**src/rtl/seven_seg_scanner.sv**
```systemverilog
// ---------------------------------------------------------------------------
// seven_seg_scanner
//
// Purpose:
//   Drives a 4-digit common-anode seven-segment display by time-multiplexing
//   the four digit value/enable pairs coming from the game top. Each digit
//   gets a blanking slot (all anodes off, avoids ghosting) followed by a
//   display slot, round-robin 0 -> 1 -> 2 -> 3. The selected digit's inputs
//   are captured at the BLANK -> SHOW edge, so the pattern on the pins never
//   changes in the middle of a slot.
//
// Parameters:
//   DWELL_CYCLES  clock cycles each digit is lit per slot (>= 1)
//   BLANK_CYCLES  clock cycles all anodes are off before each slot (>= 1)
//   CNT_W         slot counter width, holds max(DWELL,BLANK)-1
//
// Ports:
//   clk_i                 system clock
//   rst_i                 synchronous, active-high reset
//   digitN_en_i (N=0..3)  1 = digit lit, 0 = digit dark
//   digitN_i    (N=0..3)  hex value for digit N
//   lamp_test_i           (only with SEVEN_SEG_LAMP_TEST_EN) force all
//                         segments on for the slot being captured
//   anode_o               active-low digit selects, bit N = digit N
//   segments_o            active-low cathodes, bit order {g,f,e,d,c,b,a}
//   frame_o               one-cycle pulse on the first lit cycle of digit 0
//
// Optional feature macro: SEVEN_SEG_LAMP_TEST_EN
// ---------------------------------------------------------------------------
module seven_seg_scanner #(
  parameter int DWELL_CYCLES = 1000,
  parameter int BLANK_CYCLES = 16,
  parameter int CNT_W        = 16
) (
  input  logic       clk_i,
  input  logic       rst_i,
`ifdef SEVEN_SEG_LAMP_TEST_EN
  input  logic       lamp_test_i,
`endif
  input  logic       digit0_en_i,
  input  logic       digit1_en_i,
  input  logic       digit2_en_i,
  input  logic       digit3_en_i,
  input  logic [3:0] digit0_i,
  input  logic [3:0] digit1_i,
  input  logic [3:0] digit2_i,
  input  logic [3:0] digit3_i,
  output logic [3:0] anode_o,
  output logic [6:0] segments_o,
  output logic       frame_o
);

  typedef enum logic {
    BLANK = 1'b0,
    SHOW  = 1'b1
  } state_t;

  localparam logic [CNT_W-1:0] BlankLast = CNT_W'(BLANK_CYCLES - 1);
  localparam logic [CNT_W-1:0] DwellLast = CNT_W'(DWELL_CYCLES - 1);
  localparam logic [3:0]       AnodeOff  = 4'b1111;
  localparam logic [6:0]       SegOff    = 7'h7F;

  state_t           state_q;
  logic [1:0]       idx_q;
  logic [CNT_W-1:0] slotCnt_q;
  logic [3:0]       anode_q;
  logic [6:0]       segments_q;
  logic             frame_q;

  logic             selEn_d;
  logic [3:0]       selVal_d;
  logic [3:0]       showAnode_d;
  logic [6:0]       showSeg_d;

  // Hex to active-low {g,f,e,d,c,b,a}; lower-case b and d keep them
  // distinguishable from 8 and 0.
  function automatic logic [6:0] decodeHex(input logic [3:0] value);
    logic [6:0] pattern;
    case (value)
      4'h0:    pattern = 7'h40;
      4'h1:    pattern = 7'h79;
      4'h2:    pattern = 7'h24;
      4'h3:    pattern = 7'h30;
      4'h4:    pattern = 7'h19;
      4'h5:    pattern = 7'h12;
      4'h6:    pattern = 7'h02;
      4'h7:    pattern = 7'h78;
      4'h8:    pattern = 7'h00;
      4'h9:    pattern = 7'h10;
      4'hA:    pattern = 7'h08;
      4'hB:    pattern = 7'h03;
      4'hC:    pattern = 7'h46;
      4'hD:    pattern = 7'h21;
      4'hE:    pattern = 7'h06;
      default: pattern = 7'h0E;
    endcase
    return pattern;
  endfunction

  // Pick the digit addressed by the scan index. This is only consumed on
  // the BLANK -> SHOW edge, which is what makes the capture a snapshot.
  always_comb begin
    selEn_d  = digit0_en_i;
    selVal_d = digit0_i;
    case (idx_q)
      2'd0: begin
        selEn_d  = digit0_en_i;
        selVal_d = digit0_i;
      end
      2'd1: begin
        selEn_d  = digit1_en_i;
        selVal_d = digit1_i;
      end
      2'd2: begin
        selEn_d  = digit2_en_i;
        selVal_d = digit2_i;
      end
      default: begin
        selEn_d  = digit3_en_i;
        selVal_d = digit3_i;
      end
    endcase
  end

  // Pattern the display slot will hold. A dark digit keeps its anode high
  // but still occupies its slot so the frame period never changes.
  always_comb begin
    showAnode_d = AnodeOff;
    showSeg_d   = SegOff;
    if (selEn_d) begin
      showAnode_d = ~(4'b0001 << idx_q);
      showSeg_d   = decodeHex(selVal_d);
    end
`ifdef SEVEN_SEG_LAMP_TEST_EN
    if (lamp_test_i) begin
      showAnode_d = ~(4'b0001 << idx_q);
      showSeg_d   = 7'h00;
    end
`endif
  end

  // Scan FSM. Outputs are loaded on the same edge as the state change, so
  // the pins follow the state with no extra cycle and no combinational
  // path from the digit inputs. Reset is checked first, so it wins over a
  // coincident slot boundary.
  always_ff @(posedge clk_i) begin
    if (rst_i) begin
      state_q    <= BLANK;
      idx_q      <= 2'd0;
      slotCnt_q  <= '0;
      anode_q    <= AnodeOff;
      segments_q <= SegOff;
      frame_q    <= 1'b0;
    end else begin
      case (state_q)
        BLANK: begin
          anode_q    <= AnodeOff;
          segments_q <= SegOff;
          frame_q    <= 1'b0;
          if (slotCnt_q == BlankLast) begin
            slotCnt_q  <= '0;
            state_q    <= SHOW;
            anode_q    <= showAnode_d;
            segments_q <= showSeg_d;
            frame_q    <= (idx_q == 2'd0);
          end else begin
            slotCnt_q <= slotCnt_q + 1'b1;
          end
        end
        SHOW: begin
          frame_q <= 1'b0;
          if (slotCnt_q == DwellLast) begin
            slotCnt_q  <= '0;
            state_q    <= BLANK;
            idx_q      <= idx_q + 2'd1;
            anode_q    <= AnodeOff;
            segments_q <= SegOff;
          end else begin
            slotCnt_q <= slotCnt_q + 1'b1;
          end
        end
        default: begin
          state_q    <= BLANK;
          slotCnt_q  <= '0;
          anode_q    <= AnodeOff;
          segments_q <= SegOff;
          frame_q    <= 1'b0;
        end
      endcase
    end
  end

  assign anode_o    = anode_q;
  assign segments_o = segments_q;
  assign frame_o    = frame_q;

endmodule

```
**config.mk**
```make
export PLATFORM = sky130hd
export DESIGN_NAME = seven_seg_scanner
export DESIGN_NICKNAME = d
export VERILOG_FILES = /design/src/rtl/seven_seg_scanner.sv
export SDC_FILE = /design/constraint.sdc
export NUM_CORES = 1
export LEC_CHECK = 0
export ABC_CLOCK_PERIOD_IN_PS = 2600
export CAP_MARGIN = 0
export CORE_UTILIZATION = 36
export DETAILED_ROUTE_END_ITERATION = 8
export SYNTH_ARGS = -nofsm -noshare
export SYNTH_HDL_FRONTEND = slang
export SYNTH_SLANG_ARGS = --single-unit
export TNS_END_PERCENT = 10
```
**constraint.sdc**
```tcl
create_clock -name clk_i -period 2.6 [get_ports clk_i]
set_input_delay 0.26 -clock clk_i [delete_from_list [all_inputs] [get_ports clk_i]]
set_output_delay 0.26 -clock clk_i [all_outputs]
set_load 0.05 [all_outputs]
```
==> reports/results.tsv <==
stage	metric	value	unit
run_status	outcome	finished clean	
grt	first-pass GRT wire length	6530	um
critical_path	Critical Path Start Type	flip-flop	
routing	drt pass-1 iters	5	
critical_path	CP Capture Type	flip-flop	
min_path	hold endpoint	slotCnt_q[0]	
timing	headroom to the max-slew limit	56.6	%
placed_design	pre-CTS setup slack	0.174	ns
layout	Reg area	621	sq um
grt	initial antenna violation count	0	
placed_design	HPWL after DPL	3010	um
critical_path	Max FO, Critical Path	5	
clock_network	# hold bufs at CTS	0	
timing	clk_skew	0.00410	ns
timing	min Tclk post-route	2.42	ns
critical_path	WP data arrival	2.60	ns
timing	final number of setup-violating endpoints	0	
placed_design	Cell Area, Placed	2220	sq um
floorplanning	I/O pin count	34	
clock_network	CTS tree	built	
timing	Fin Setup TNS	0	ns
grt	number of global-route vias before repair	1421	
grt	total gr overflow	0	
timing	worst-margin pin slew	0.633	ns
logic_synthesis	synthesized cell area	1770	sq um
timing	fmax	413	MHz
run	max cap viols	0	
floorplanning	Die X-Extent	72.2	um
layout	area of the multi-input gates	1090	sq um
clock_network	total CTS buffers	5	
routing	Iteration-0 DRC Markers	57	
logic_synthesis	syn_nets	230	
floorplanning	Core Box Area	4720	sq um
critical_path	RR Startpoint	idx_q[0]	
min_path	hold path startpoint	slotCnt_q[0]	
critical_path	reg2reg end	segments_o[6]	
min_path	Hold Path Stages	1	
layout	Layout area overhead	31.3	%
grt	GRT Total Usage	16.5	%
layout	share of cells above drive strength 1	13.0	%
layout	# diodes	0	
critical_path	Setup Crit Path Kind	reg -> reg	
routing	wire per inst	12.7	um
grt	largest net degree at the start of global routing	17	
logic_synthesis	FF+latch count, synth	31	
layout	non-filler cells, final	306	
routing	Total Wirelength	3890	um
clock_network	clk buf depth	2	
critical_path	R2R depth	8	
pwr	P_leak	0.901	nW
logic_synthesis	Ys Warns	0	
clock_network	CTS sink cnt	31	
placed_design	GP Congestion	0.758	
floorplanning	die area	5210	sq um
placed_design	port bufs	33	
clock_network	CTS root buffer	clkbuf_8	
min_path	Min-Delay Path Class	reg -> reg	
layout	nets	272	
floorplanning	Initial Util	37.5	%
clock_network	CTS H-tree lvls	2	
timing	final hold vios	0	
critical_path	r2r setup slk	0.18	ns
clock_network	Clk Latency, worst-skew pair	0.29	ns
timing	Fin Hold WS	0.451	ns
critical_path	Worst Path Required	2.77	ns
timing	Final period util	93.2	%
pwr	Worst VDD drop	0.000342	V
logic_synthesis	mean area per synthesized cell	9.05	sq um
timing	unrepaired setup endpoints after global routing	false	
logic_synthesis	cells after synthesis	196	
logic_synthesis	register area share after synthesis	35.0	%
floorplanning	Die Ht	72.2	um
timing	worst setup margin	0.178	ns
routing	antenna-violating nets left	0	
pwr	Power Density	436	nW/um^2
placed_design	Cells after DPL	298	
layout	Post-Layout Inst Area	2330	sq um
layout	fillcell total	475	
timing	fin. max-slew vios	0	
logic_synthesis	count of cell types in the netlist	42	
routing	DRC	0	
routing	DR vias	1491	
clock_network	clock-pin slew on the worst setup and hold paths	0.07	ns
routing	vias per inst	4.87	
floorplanning	num rows	25	
[area by class of cell]
type,instances,share of cell area [%]
multi-input combinational,148,46.7
sequential,31,26.7
timing repair buffer,41,16.8
clock buffer,7,4.14
tap,67,3.60
inverter,11,1.77
clock inverter,1,0.322
[cell usage after synthesis (all sizes together)]
library cell	instances	share of area, %
nand4b	1	0.49
o21bai	1	0.42
xnor2	8	4.0
a31oi	1	0.35
or2	6	2.1
a2111o	1	0.64
a2bb2oi	1	0.49
nand4	2	0.71
a2111oi	1	0.85
nor4	4	1.4
o31ai	1	0.42
a22oi	1	0.42
buf	2	0.71
nor3b	1	0.42
nand3	6	1.7
nor3	6	2.3
a222oi	5	2.8
nand4bb	1	1.6
ha	12	8.5
a21oi	10	2.8
o211a	1	0.56
nand3b	1	0.64
or4	1	0.64
and3	3	1.1
nand2	8	1.7
nor2	34	7.2
a211oi	2	0.85
mux2i	10	5.6
dfxtp	31	35
o21ai	2	0.56
clkbuf	4	0.92
mux2	6	3.8
xor2	7	3.5
nor2b	2	0.71
or3	1	0.35
inv	11	2.3
o41ai	1	1.6
[critical path: stages (launching register included)]
cell and delay (ns):
dfxtp_1 0.40, inv_1 0.11, ha_1 0.26, a222oi_1 0.39, mux2i_2 0.19, ha_1 0.27
mux2_2 0.27, a2111oi_2 0.35, nor2_1 0.08
[cell usage in the layout, fill, tap and decap left out, types with 2 or more instances in the layout]
cell | synthesis | final
inv_1 | 11 | 11
dfxtp_1 | 31 | 31
a222oi_1 | 5 | 5
and3_1 | 3 | 3
or2_1 | 5 | 5
buf_4 | 1 | 8
ha_1 | 12 | 11
a21oi_1 | 10 | 10
nor2b_1 | 2 | 2
mux2_2 | 5 | 5
nand2_1 | 8 | 8
nand4_1 | 2 | 2
o21ai_0 | 2 | 2
xnor2_1 | 8 | 8
mux2i_1 | 10 | 9
a211oi_1 | 2 | 2
clkbuf_8 | 0 | 7
nor2_1 | 34 | 34
nor4_1 | 4 | 4
nand3_1 | 6 | 6
nor3_2 | 2 | 2
xor2_1 | 7 | 7
clkdlybuf4s50_1 | 0 | 33
nor3_1 | 4 | 4
[sequential cells by signal, summed over array words and instances, names as in the netlist]
register / count
anode_o: 4
frame_o: 1
idx_q: 2
segments_o: 7
slotCnt_q: 16
state_q: 1
[per-layer routing]
layer  global-route usage [%]  share of wire (%)  wire [um]
met2                     24.5                 43       1680
met5                        0                  0          0
met3                     4.72                4.4        173
met4                     8.28                2.5         96
met1                     21.9                 50       1950
[power by group]
| part | switching (W) | internal (W) |
|---|---|---|
| logic | 0.0000441 | 0.0000580 |
| clock network | 0.000192 | 0.000241 |
| registers | 0.00000283 | 0.000479 |
| total | 0.000239 | 0.000777 |
[cell families (layout without fill, tap and decap cells)]
logic type	after synthesis	in the layout	synth area share [%]
AOI/OAI and AO/OA	28	28	12.8
xor gates and xnor gates	15	15	7.41
adders and majority gates	12	12	8.47
buffers and inverters	17	60	3.95
DFF	31	31	35.0
muxes	16	16	9.46
and+or+nand+nor	77	77	22.9
[how the worst max path moves through the flow]
| stage | from | endpoint | slack, ns | cells after the start |
|---|---|---|---|---|
| 2_1_floorplan | idx_q[1] | segments_o[6] | 0.17 | 8 |
| 3_3_place_gp | idx_q[1] | segments_o[6] | 0.24 | 9 |
| 3_5_place_dp | idx_q[1] | segments_o[6] | 0.17 | 9 |
| 4_1_cts | idx_q[1] | segments_o[6] | 0.17 | 9 |
| 5_1_grt | idx_q[1] | segments_o[6] | 0.01 | 8 |
| 6_report | idx_q[0] | segments_o[6] | 0.18 | 8 |
[stage by stage]
stage,power (W),utilization [%]
after floorplan,0.000545,-
after global placement,0.000594,47.0
after detailed placement,0.000594,47.0
after CTS,0.00103,49.2
after global routing,0.00106,49.3
final,0.00102,49.3
[what timing repair did]
item,in CTS,in global routing
buffers inserted,0,0
resized for setup,0,2
setup endpoints to repair,0,2
Power figures use the tool's default switching activity.
